==> src/rtl/scan_sequencer.sv <==
// rtl/scan_sequencer.sv - slot scanner driving a 2-to-4 decoder select.
// Optional pause input enabled by defining SCAN_SEQ_PAUSE_EN.
module scan_sequencer #(
  parameter int PRESCALE = 4,
  parameter int CNT_W    = 8
) (
  input  logic       clk,
  input  logic       rst_n,
  input  logic       start,
  input  logic       stop,
`ifdef SCAN_SEQ_PAUSE_EN
  input  logic       pause,
`endif
  input  logic [3:0] mask,
  output logic [1:0] sel,
  output logic       valid,
  output logic       busy,
  output logic       wrap
);

  typedef enum logic {IDLE, RUN} state_t;

  localparam logic [CNT_W-1:0] CNT_LAST = CNT_W'(PRESCALE - 1);

  state_t           state_q;
  logic [1:0]       sel_q;
  logic             valid_q;
  logic             busy_q;
  logic             wrap_q;
  logic [CNT_W-1:0] cnt_q;
  logic [3:0]       mask_q;

  logic [1:0]       adv_sel_d;
  logic             adv_found_d;
  logic             adv_wrap_d;
  logic [1:0]       low_sel_d;
  logic             pause_w;

`ifdef SCAN_SEQ_PAUSE_EN
  assign pause_w = pause;
`else
  assign pause_w = 1'b0;
`endif

  // Next active slot after sel_q in latched-mask order; sel+4 lands back on sel.
  always_comb begin
    logic [1:0] idx;
    adv_sel_d   = sel_q;
    adv_found_d = 1'b0;
    idx         = sel_q;
    for (int k = 1; k <= 4; k++) begin
      idx = sel_q + 2'(k);
      if (!adv_found_d && mask_q[idx]) begin
        adv_sel_d   = idx;
        adv_found_d = 1'b1;
      end
    end
    adv_wrap_d = (adv_sel_d <= sel_q);
  end

  always_comb begin
    low_sel_d = 2'd0;
    if (mask[0])      low_sel_d = 2'd0;
    else if (mask[1]) low_sel_d = 2'd1;
    else if (mask[2]) low_sel_d = 2'd2;
    else if (mask[3]) low_sel_d = 2'd3;
  end

  always_ff @(posedge clk or negedge rst_n) begin
    if (!rst_n) begin
      state_q <= IDLE;
      sel_q   <= 2'd0;
      valid_q <= 1'b0;
      busy_q  <= 1'b0;
      wrap_q  <= 1'b0;
      cnt_q   <= '0;
      mask_q  <= 4'd0;
    end else begin
      wrap_q <= 1'b0;
      case (state_q)
        IDLE: begin
          if (start && !stop && (mask != 4'd0)) begin
            mask_q  <= mask;
            sel_q   <= low_sel_d;
            valid_q <= 1'b1;
            busy_q  <= 1'b1;
            cnt_q   <= '0;
            state_q <= RUN;
          end
        end
        RUN: begin
          if (stop) begin
            state_q <= IDLE;
            sel_q   <= 2'd0;
            valid_q <= 1'b0;
            busy_q  <= 1'b0;
            cnt_q   <= '0;
          end else if (pause_w) begin
            cnt_q <= cnt_q;
          end else if (cnt_q != CNT_LAST) begin
            cnt_q <= cnt_q + CNT_W'(1);
          end else begin
            cnt_q <= '0;
            if (adv_wrap_d) begin
              // Sweep boundary: the only point where a new mask is accepted.
              wrap_q <= 1'b1;
              mask_q <= mask;
              if (mask == 4'd0) begin
                state_q <= IDLE;
                sel_q   <= 2'd0;
                valid_q <= 1'b0;
                busy_q  <= 1'b0;
              end else begin
                sel_q <= low_sel_d;
              end
            end else begin
              sel_q <= adv_sel_d;
            end
          end
        end
        default: state_q <= IDLE;
      endcase
    end
  end

  assign sel   = sel_q;
  assign valid = valid_q;
  assign busy  = busy_q;
  assign wrap  = wrap_q;

endmodule

==> config.mk <==
export PLATFORM = sky130hd
export DESIGN_NAME = scan_sequencer
export DESIGN_NICKNAME = d
export VERILOG_FILES = /design/src/rtl/scan_sequencer.sv
export SDC_FILE = /design/constraint.sdc
export NUM_CORES = 1
export LEC_CHECK = 0
export BUFFER_PORTS_ARGS = -buffer_cell sky130_fd_sc_hd__buf_2
export CAP_MARGIN = 20
export CORE_ASPECT_RATIO = 1.1
export CORE_UTILIZATION = 30
export DETAILED_ROUTE_END_ITERATION = 10
export GPL_TIMING_DRIVEN = 0
export SYNTH_ARGS = -nofsm -noshare
export SYNTH_HDL_FRONTEND = slang
export SYNTH_SLANG_ARGS = --single-unit
==> constraint.sdc <==
create_clock -name clk -period 2.46 [get_ports clk]
set_clock_uncertainty 0.05 [all_clocks]
set_input_delay 0.123 -clock clk [delete_from_list [all_inputs] [get_ports clk]]
set_output_delay 0.123 -clock clk [all_outputs]
set_load 0.01 [all_outputs]
==> results of run 1 <==
[metrics by stage]
| stage | power [mW] | utilization, % | setup TNS [ns] |
|---|---|---|---|
| finish | 0.817 | 36.8 | 0 |
| global route | 0.883 | 36.8 | 0 |
| CTS | 0.828 | 36.9 | 0 |
| detailed placement | 0.653 | 35.4 | -0.241 |
| global placement | 0.642 | 35.4 | 0 |
| floorplan | 0.568 | - | 0 |
[worst reg2reg max path: cells and delay by family, from the launching register on]
kind / cells / cell delay [ns]
flops: 1 / 0.51
fa+ha+maj: 1 / 0.30
simple gates: 1 / 0.16
compound gates: 4 / 0.90
mux: 1 / 0.35
[worst paths after layout]
check,start,to,cells after the start
worst max register to register,sel[1],mask_q[2],7
worst min register to register,mask_q[0],mask_q[0],1
min in group asynchronous,rst_n,cnt_q[1],2
worst max-delay path,sel[1],mask_q[2],7
worst min-delay path,mask[3],mask_q[3],2
max in group asynchronous,rst_n,cnt_q[3],2
[layout by cell type (no fill, tap or decap), drive strengths merged, types with 2 or more instances in the layout]
cell         instances
dfrtp               17
nor3b                2
nor4                 3
a21oi                8
dlygate4sd3          2
a2bb2oi              2
nand2                7
or3                  3
nand2b               3
o21ai                8
nor3                 4
mux2                 4
nand3                3
buf                 14
a31oi                4
a22o                 2
inv                  6
a21o                 3
o311ai               2
ha                   3
nor2                 6
clkbuf               5
[repair_timing]
item / CTS / global route
buffers inserted: 0 / 0
gates resized for setup: 1 / 0
hold buffers: 2 / 0
hold endpoints to repair: 18 / 0
endpoints found under the setup margin: 4 / 8
[area by class of cell]
cell class                      count  area (µm²)  area share [%]
Buffer                              3        22.5            1.79
Clock buffer                        4        26.3            2.09
Inverter                            6        22.5            1.79
Multi-Input combinational cell     84         619            49.3
Sequential cell                    17         425            33.9
Tap cell                           48        60.1            4.78
Timing Repair Buffer               14        80.1            6.37
[cell families after synthesis]
logic type,synth area share (%)
AND/OR/NAND/NOR,22.0
AO/OA/AOI/OAI,25.1
flip-flops,39.0
buffers and inverters,4.48
multiplexers,5.05
adder cells (fa/ha/maj),3.44
XOR/XNOR,0.804
[metal layers]
| metal | wire length (µm) | up-vias | track usage (%) |
|---|---|---|---|
| li1 | - | 454 | - |
| met1 | 1090 | 427 | 18.0 |
| met2 | 1130 | 19 | 23.0 |
| met3 | 55 | 2 | 4.13 |
| met4 | 10 | 0 | 1.79 |
| met5 | 0 | - | 0 |
[flip-flops by register name (all words and copies together), names as in the netlist]
name / flops
wrap: 1
busy: 1
state_q: 1
sel: 2
cnt_q: 8
mask_q: 4
[where the power goes]
part	total (mW)	internal [mW]	switching, mW
logic	0.307	0.133	0.174
clock network	0.153	0.0630	0.0899
registers	0.357	0.311	0.0463
==> results_tabular.tex, run 1 <==
\begin{tabular}{lr}
\hline
Metric & Value \\
\hline
\multicolumn{2}{l}{\textbf{Synthesis}} \\
\quad List of most frequent post-synthesis cells & 17 x sky130\_fd\_sc\_hd\_\_dfrtp\_1, 8 x sky130\_fd\_sc\_hd\_\_o21ai\_1, 7 x sky130\_fd\_sc\_hd\_\_a21oi\_1, 7 x sky130\_fd\_sc\_hd\_\_nand2\_1, 6 x sky130\_fd\_sc\_hd\_\_inv\_1 \\
\quad Yosys top cell area share & 39.0\% \\
\quad Mapped Area & 1090 µm² \\
\quad Number of synthesized register bits & 17 \\
\quad Cell taking the most area after synthesis & sky130\_fd\_sc\_hd\_\_dfrtp\_1 \\
\quad Fraction of synthesis flops using an asynchronous set or reset pin & 100\% \\
\quad EDFF count, synth & 0 \\
\quad Synthesized instance count & 111 \\
\quad Primary FF master, synth & sky130\_fd\_sc\_hd\_\_dfrtp\_1 \\
\quad Count of warnings emitted by yosys & 0 \\
\quad Average size of a mapped cell & 9.82 µm² \\
\quad Netlist cell types & 46 \\
\quad Most numerous cell in the Yosys netlist & sky130\_fd\_sc\_hd\_\_dfrtp\_1 \\
\quad Proportion of synthesized chip area in sequential cells & 39.0\% \\
\quad Net count of the mapped netlist & 122 \\
\quad Largest cells by area after synthesis & sky130\_fd\_sc\_hd\_\_dfrtp\_1 39\%, sky130\_fd\_sc\_hd\_\_mux2\_1 4.1\%, sky130\_fd\_sc\_hd\_\_o21ai\_1 3.7\% \\
\multicolumn{2}{l}{\textbf{Hold path}} \\
\quad Class of the tightest hold or removal check & in -> reg \\
\multicolumn{2}{l}{\textbf{Layout}} \\
\quad Diode insertion count for antenna repair & 0 \\
\quad Signed area change from the synthesized netlist to the final layout & 15.3\% \\
\quad Share of layout cells above drive strength 1 & 21.1\% \\
\quad Finished Layout Cells & 176 \\
\quad Number of filler instances in the final layout & 361 \\
\quad Final standard cell area without fillers & 1260 µm² \\
\quad Nets & 140 \\
\multicolumn{2}{l}{\textbf{Pwr}} \\
\quad Leakage power & 0.533 nW \\
\quad Power density of the placed cells & 651 nW/µm² \\
\quad Highest ir drop seen on vdd & 0.000425 V \\
\multicolumn{2}{l}{\textbf{Setup path}} \\
\quad Cell breakdown of the critical path & a21o\_1 > a31oi\_1 > ha\_1 > nor2b\_1 > o21ai\_2 > a41oi\_4 > mux2\_1 \\
\quad Cell type of the slowest stage on the worst timing path & sky130\_fd\_sc\_hd\_\_dfrtp\_1 \\
\quad Kind of capture point of the worst setup path & register \\
\quad Worst Setup Path Type & reg -> reg \\
\quad Crit-path max cell delay & 0.51 ns \\
\quad Data arrival time of the worst path & 2.50 ns \\
\quad Worst Path Max Fanout & 10 \\
\quad Count of buffer and inverter cells on the critical path & 0 \\
\quad Nature of the critical path startpoint & register \\
\quad Data required time at the worst endpoint & 2.59 ns \\
\quad Largest delay share family, worst path & compound AO/OA/AOI/OAI gates \\
\quad FF-to-FF setup slack & 0.09 ns \\
\multicolumn{2}{l}{\textbf{Floorplan}} \\
\quad Overall die width & 59.5 µm \\
\quad Die height & 65.2 µm \\
\quad Initial standard-cell utilization of the core & 31.9\% \\
\quad Number of placement rows & 22 \\
\quad Overall die area & 3880 µm² \\
\quad Area inside the core boundary & 3410 µm² \\
\quad Num ports & 13 \\
\multicolumn{2}{l}{\textbf{STA}} \\
\quad Max frequency & 0.422 GHz \\
\quad Final setup violation count & 0 \\
\quad RSZ-0062 raised after global routing & no \\
\quad Final setup margin & 0.0905 ns \\
\quad Number of pins exceeding their max-slew limit in the final report & 0 \\
\quad Worst slew slack as a fraction of its limit & 57.2\% \\
\quad Slew at the pin closest to its max-slew limit & 0.633 ns \\
\quad Hold Worst Slack & 0.0657 ns \\
\quad Hold Violations, Final & 0 \\
\quad Final critical-path share of the clock period & 96.3\% \\
\quad Min Tclk post-route & 2.37 ns \\
\multicolumn{2}{l}{\textbf{Global route}} \\
\quad Maximum number of pins on one net before global-route repair & 18 \\
\quad All-Layer GR Usage & 13.9\% \\
\quad Grt total ovfl & 0 \\
\quad Vias in the first global route & 850 \\
\quad Wire length of the first global-routing pass & 4.06 mm \\
\quad Antenna violations before repair & 0 \\
\multicolumn{2}{l}{\textbf{Drt}} \\
\quad DRC marker count from the first detailed-route iteration & 24 \\
\quad Vias per std cell & 5.13 \\
\quad Routed vias & 902 \\
\quad First-pass DRT Iterations & 4 \\
\quad WL per Instance & 13.0 µm \\
\quad Final wirelength & 2.28 mm \\
\quad DRC viols & 0 \\
\quad Remaining number of nets flagged by the antenna check after routing & 0 \\
\multicolumn{2}{l}{\textbf{Place}} \\
\quad Instance count after placement with tap cells included & 171 \\
\quad Routability Congestion & 0.856 \\
\quad Half-perimeter wire length of the detailed placement result & 1.69 mm \\
\quad Post-placement worst setup slack & -0.0627 ns \\
\quad Number of buffers inserted by port buffering & 12 \\
\quad Area post-placement & 1210 µm² \\
\multicolumn{2}{l}{\textbf{Clocking}} \\
\quad Total number of clock tree sinks & 17 \\
\quad Worst-Skew Late Latency & 0.29 ns \\
\quad Number of buffers created by CTS & 3 \\
\quad Clock buffer depth & 2 \\
\quad Deepest level of the CTS H-tree & 1 \\
\quad Clock tree from TritonCTS & done \\
\quad Clk pin slew, worst setup/hold paths & 0.10 ns \\
\quad Cell chosen for the clock root & sky130\_fd\_sc\_hd\_\_clkbuf\_4 \\
\multicolumn{2}{l}{\textbf{Run status}} \\
\quad Outcome & finished clean \\
\multicolumn{2}{l}{\textbf{Job}} \\
\quad Maxcap violations & 0 \\
\hline
\end{tabular}
Note: power is estimated with default switching activity, not from simulation.
==> run 2: changes to the inputs <==
--- a/config.mk
+++ b/config.mk
@@ -11,6 +11,7 @@
 export CORE_UTILIZATION = 30
 export DETAILED_ROUTE_END_ITERATION = 10
 export GPL_TIMING_DRIVEN = 0
+export PLACE_DENSITY = 0.54
 export SYNTH_ARGS = -nofsm -noshare
 export SYNTH_HDL_FRONTEND = slang
 export SYNTH_SLANG_ARGS = --single-unit
==> constraint.sdc (replaced) <==
create_clock -name clk -period 2.6 [get_ports clk]
set_clock_uncertainty 0.05 [all_clocks]
set_input_delay 0.13 -clock clk [delete_from_list [all_inputs] [get_ports clk]]
set_output_delay 0.13 -clock clk [all_outputs]
set_load 0.01 [all_outputs]
==> run 2 against run 1 <==
  * Combinational power fell by 12%
  * Die area did not move
  * Worst setup slack improved by 0.082 ns
  * Cell count shrank 0.57%
  * Largest cell class unchanged
==> results_tabular.tex, run 2 (synthesized netlist as in run 1, its figures left out) <==
\begin{tabular}{lr}
\hline
Metric & Value \\
\hline
\multicolumn{2}{l}{\textbf{Run status}} \\
\quad Outcome & finished clean \\
\multicolumn{2}{l}{\textbf{Clocking}} \\
\quad Clock buffer depth & 2 (unchanged) \\
\quad Cell chosen for the clock root & sky130\_fd\_sc\_hd\_\_clkbuf\_4 \\
\quad Clk pin slew, worst setup/hold paths & 0.11 ns (about the same) \\
\quad Setup bufs post-CTS & 0 (unchanged) \\
\quad Number of buffers created by CTS & 3 (unchanged) \\
\quad Clock tree from TritonCTS & done \\
\quad Total number of clock tree sinks & 17 (unchanged) \\
\quad Deepest level of the CTS H-tree & 1 (unchanged) \\
\quad Worst-Skew Late Latency & 0.29 ns (about the same) \\
\multicolumn{2}{l}{\textbf{Global route}} \\
\quad Antenna violations before repair & 0 (unchanged) \\
\quad Grt total ovfl & 0 (unchanged) \\
\quad All-Layer GR Usage & 13.5\% (-0.39 points) \\
\quad Maximum number of pins on one net before global-route repair & 18 (unchanged) \\
\quad Vias in the first global route & 873 (+2.7\%) \\
\quad Wire length of the first global-routing pass & 4.06 mm (unchanged) \\
\multicolumn{2}{l}{\textbf{STA}} \\
\quad Max frequency & 0.412 GHz (-2.4\%) \\
\quad Slew at the pin closest to its max-slew limit & 0.525 ns (-0.108 ns) \\
\quad Hold Worst Slack & 0.0179 ns (-0.0478 ns) \\
\quad Final setup violation count & 0 (unchanged) \\
\quad Min Tclk post-route & 2.43 ns (+0.0584 ns) \\
\quad RSZ-0062 raised after global routing & no \\
\quad Final critical-path share of the clock period & 93.4\% (-2.9 points) \\
\quad Final-layout setup total negative slack & 0 ns (unchanged) \\
\quad Hold Violations, Final & 0 (unchanged) \\
\quad Worst slew slack as a fraction of its limit & 64.5\% (+7.3 points) \\
\quad Number of pins exceeding their max-slew limit in the final report & 0 (unchanged) \\
\quad Final setup margin & 0.172 ns (+0.0816 ns) \\
\multicolumn{2}{l}{\textbf{Layout}} \\
\quad Diode insertion count for antenna repair & 0 (unchanged) \\
\quad Highest-count cells in the layout ignoring fill and taps & 17 x sky130\_fd\_sc\_hd\_\_dfrtp\_1, 12 x sky130\_fd\_sc\_hd\_\_buf\_2, 8 x sky130\_fd\_sc\_hd\_\_o21ai\_1 \\
\quad Area used by multi-input combinational logic & 616 µm² (-0.61\%) \\
\quad Flip-flop count of the largest register, all copies and words added & 8 (unchanged) \\
\quad Most frequent standard cell in the layout excluding fill and tap cells & sky130\_fd\_sc\_hd\_\_dfrtp\_1 \\
\quad Share of layout cells above drive strength 1 & 20.5\% (-0.62 points) \\
\quad Signed area change from the synthesized netlist to the final layout & 14.0\% \\
\quad Area used by sequential logic in the layout & 425 µm² (unchanged) \\
\quad Nets & 139 (-0.71\%) \\
\quad Register containing the most flip-flops in the final layout & cnt\_q \\
\quad Number of filler instances in the final layout & 386 (+6.9\%) \\
\multicolumn{2}{l}{\textbf{Floorplan}} \\
\quad Overall die width & 59.5 µm (unchanged) \\
\quad Area inside the core boundary & 3410 µm² (unchanged) \\
\quad Initial standard-cell utilization of the core & 31.9\% (unchanged) \\
\quad Overall die area & 3880 µm² (unchanged) \\
\quad Num ports & 13 (unchanged) \\
\quad Number of placement rows & 22 (unchanged) \\
\quad Die height & 65.2 µm (unchanged) \\
\multicolumn{2}{l}{\textbf{Place}} \\
\quad Routability Congestion & 0.697 (-19\%) \\
\quad Post-placement worst setup slack & 0.0655 ns (+0.128 ns) \\
\quad Half-perimeter wire length of the detailed placement result & 1.72 mm (+1.8\%) \\
\quad Number of buffers inserted by port buffering & 12 (unchanged) \\
\multicolumn{2}{l}{\textbf{Setup path}} \\
\quad Cell breakdown of the critical path & a21o\_1 > a31oi\_1 > ha\_1 > nor2b\_1 > o21ai\_1 > a41oi\_4 > mux2\_1 \\
\quad Nature of the critical path startpoint & register \\
\quad Worst Path Max Fanout & 10 (unchanged) \\
\quad Largest delay share family, worst path & compound AO/OA/AOI/OAI gates \\
\quad Worst Setup Path Type & reg -> reg \\
\quad Kind of capture point of the worst setup path & register \\
\quad Crit-path max cell delay & 0.50 ns (about the same) \\
\quad Cell type of the slowest stage on the worst timing path & sky130\_fd\_sc\_hd\_\_dfrtp\_1 \\
\quad Count of buffer and inverter cells on the critical path & 0 (unchanged) \\
\quad Data arrival time of the worst path & 2.56 ns (+0.06 ns) \\
\quad Data required time at the worst endpoint & 2.73 ns (+0.14 ns) \\
\multicolumn{2}{l}{\textbf{Pwr}} \\
\quad Share of power burned in the clock network & 19.4\% (+0.7 points) \\
\quad Internal cell power & 474 µW (-6.4\%) \\
\quad Psw & 280 µW (-9.9\%) \\
\quad Power density of the placed cells & 607 nW/µm² (-6.7\%) \\
\quad Highest ir drop seen on vdd & 0.000387 V (-8.9\%) \\
\quad Switching power share of the total & 37.1\% (-0.89 points) \\
\quad Portion of total power attributed to sequential cells & 44.7\% (+1.0 points) \\
\quad Part of the total power dissipated in combinational logic & 35.9\% (-1.7 points) \\
\quad Leakage power & 0.528 nW (-1.0\%) \\
\multicolumn{2}{l}{\textbf{Hold path}} \\
\quad Class of the tightest hold or removal check & in -> reg \\
\multicolumn{2}{l}{\textbf{Drt}} \\
\quad DRC marker count from the first detailed-route iteration & 26 (+8.3\%) \\
\quad Remaining number of nets flagged by the antenna check after routing & 0 (unchanged) \\
\quad WL per Instance & 12.7 µm (-1.7\%) \\
\quad First-pass DRT Iterations & 4 (unchanged) \\
\quad DRC viols & 0 (unchanged) \\
\quad Vias per std cell & 5.15 (+0.57\%) \\
\quad Final wirelength & 2.23 mm (-2.2\%) \\
\quad Routed vias & 902 (unchanged) \\
\multicolumn{2}{l}{\textbf{Job}} \\
\quad Maxcap violations & 0 (unchanged) \\
\hline
\end{tabular}
[run 2: changes by cell type in the layout (fill, tap and decap cells not counted)]
cell,delta
sky130_fd_sc_hd__o21ai_1,+1
sky130_fd_sc_hd__o21ai_2,-1
sky130_fd_sc_hd__dlygate4sd3_1,-1
[run 2: worst paths after layout]
path	slack [ns]	start	end	cells after the start
max	0.17	sel[1]	mask_q[3]	7
min	0.02	stop	state_q	2
max reg2reg	0.17	sel[1]	mask_q[3]	7
min reg2reg	0.49	mask_q[0]	mask_q[0]	1
max in group asynchronous	1.99	rst_n	mask_q[2]	2
min in group asynchronous	0.23	rst_n	cnt_q[6]	2
[run 2: cell type report]
class | count | area share (%)
Tap cell | 48 | 4.83
Clock buffer | 4 | 2.11
Timing Repair Buffer | 13 | 5.64
Multi-Input combinational cell | 84 | 49.5
Sequential cell | 17 | 34.2
Inverter | 6 | 1.81
Buffer | 3 | 1.81
[run 2: what timing repair did]
item	in CTS	in global routing
setup endpoints to repair	0	4
hold buffers	1	0
hold endpoints to repair	17	0
gates resized for setup	0	0
[run 2: power groups by stage]
stage	sequential, mW	clock (mW)	combinational (mW)
CTS	0.329	0.155	0.288
global route	0.345	0.164	0.314
detailed placement	0.335	0	0.285
floorplan	0.330	0	0.207
global placement	0.333	0	0.276
finish	0.337	0.146	0.270
[run 2: worst register-to-register path, delay by kind of cell (launching register included)]
kind,cells,cell delay (ns)
AOI/OAI and AO/OA,4,0.96
DFF,1,0.50
muxes,1,0.36
adders and majority gates,1,0.29
and+or+nand+nor,1,0.15
[run 2: metal layers]
| layer | GRT usage, % | wire length [µm] |
|---|---|---|
| met4 | 0.893 | 8 |
| met1 | 18.5 | 1060 |
| met3 | 3.54 | 67 |
| met2 | 22.1 | 1090 |
| met5 | 0 | 0 |
[run 2: stage by stage]
| step | area, µm² | utilization, % | cells | power (mW) |
|---|---|---|---|---|
| after floorplan | 1090 | - | 111 | 0.538 |
| after global placement | 1210 | 35.4 | 171 | 0.609 |
| after detailed placement | 1210 | 35.4 | 171 | 0.621 |
| after CTS | 1250 | 36.5 | 176 | 0.772 |
| after global routing | 1240 | 36.4 | 175 | 0.822 |
| final | 1240 | 36.4 | 175 | 0.754 |
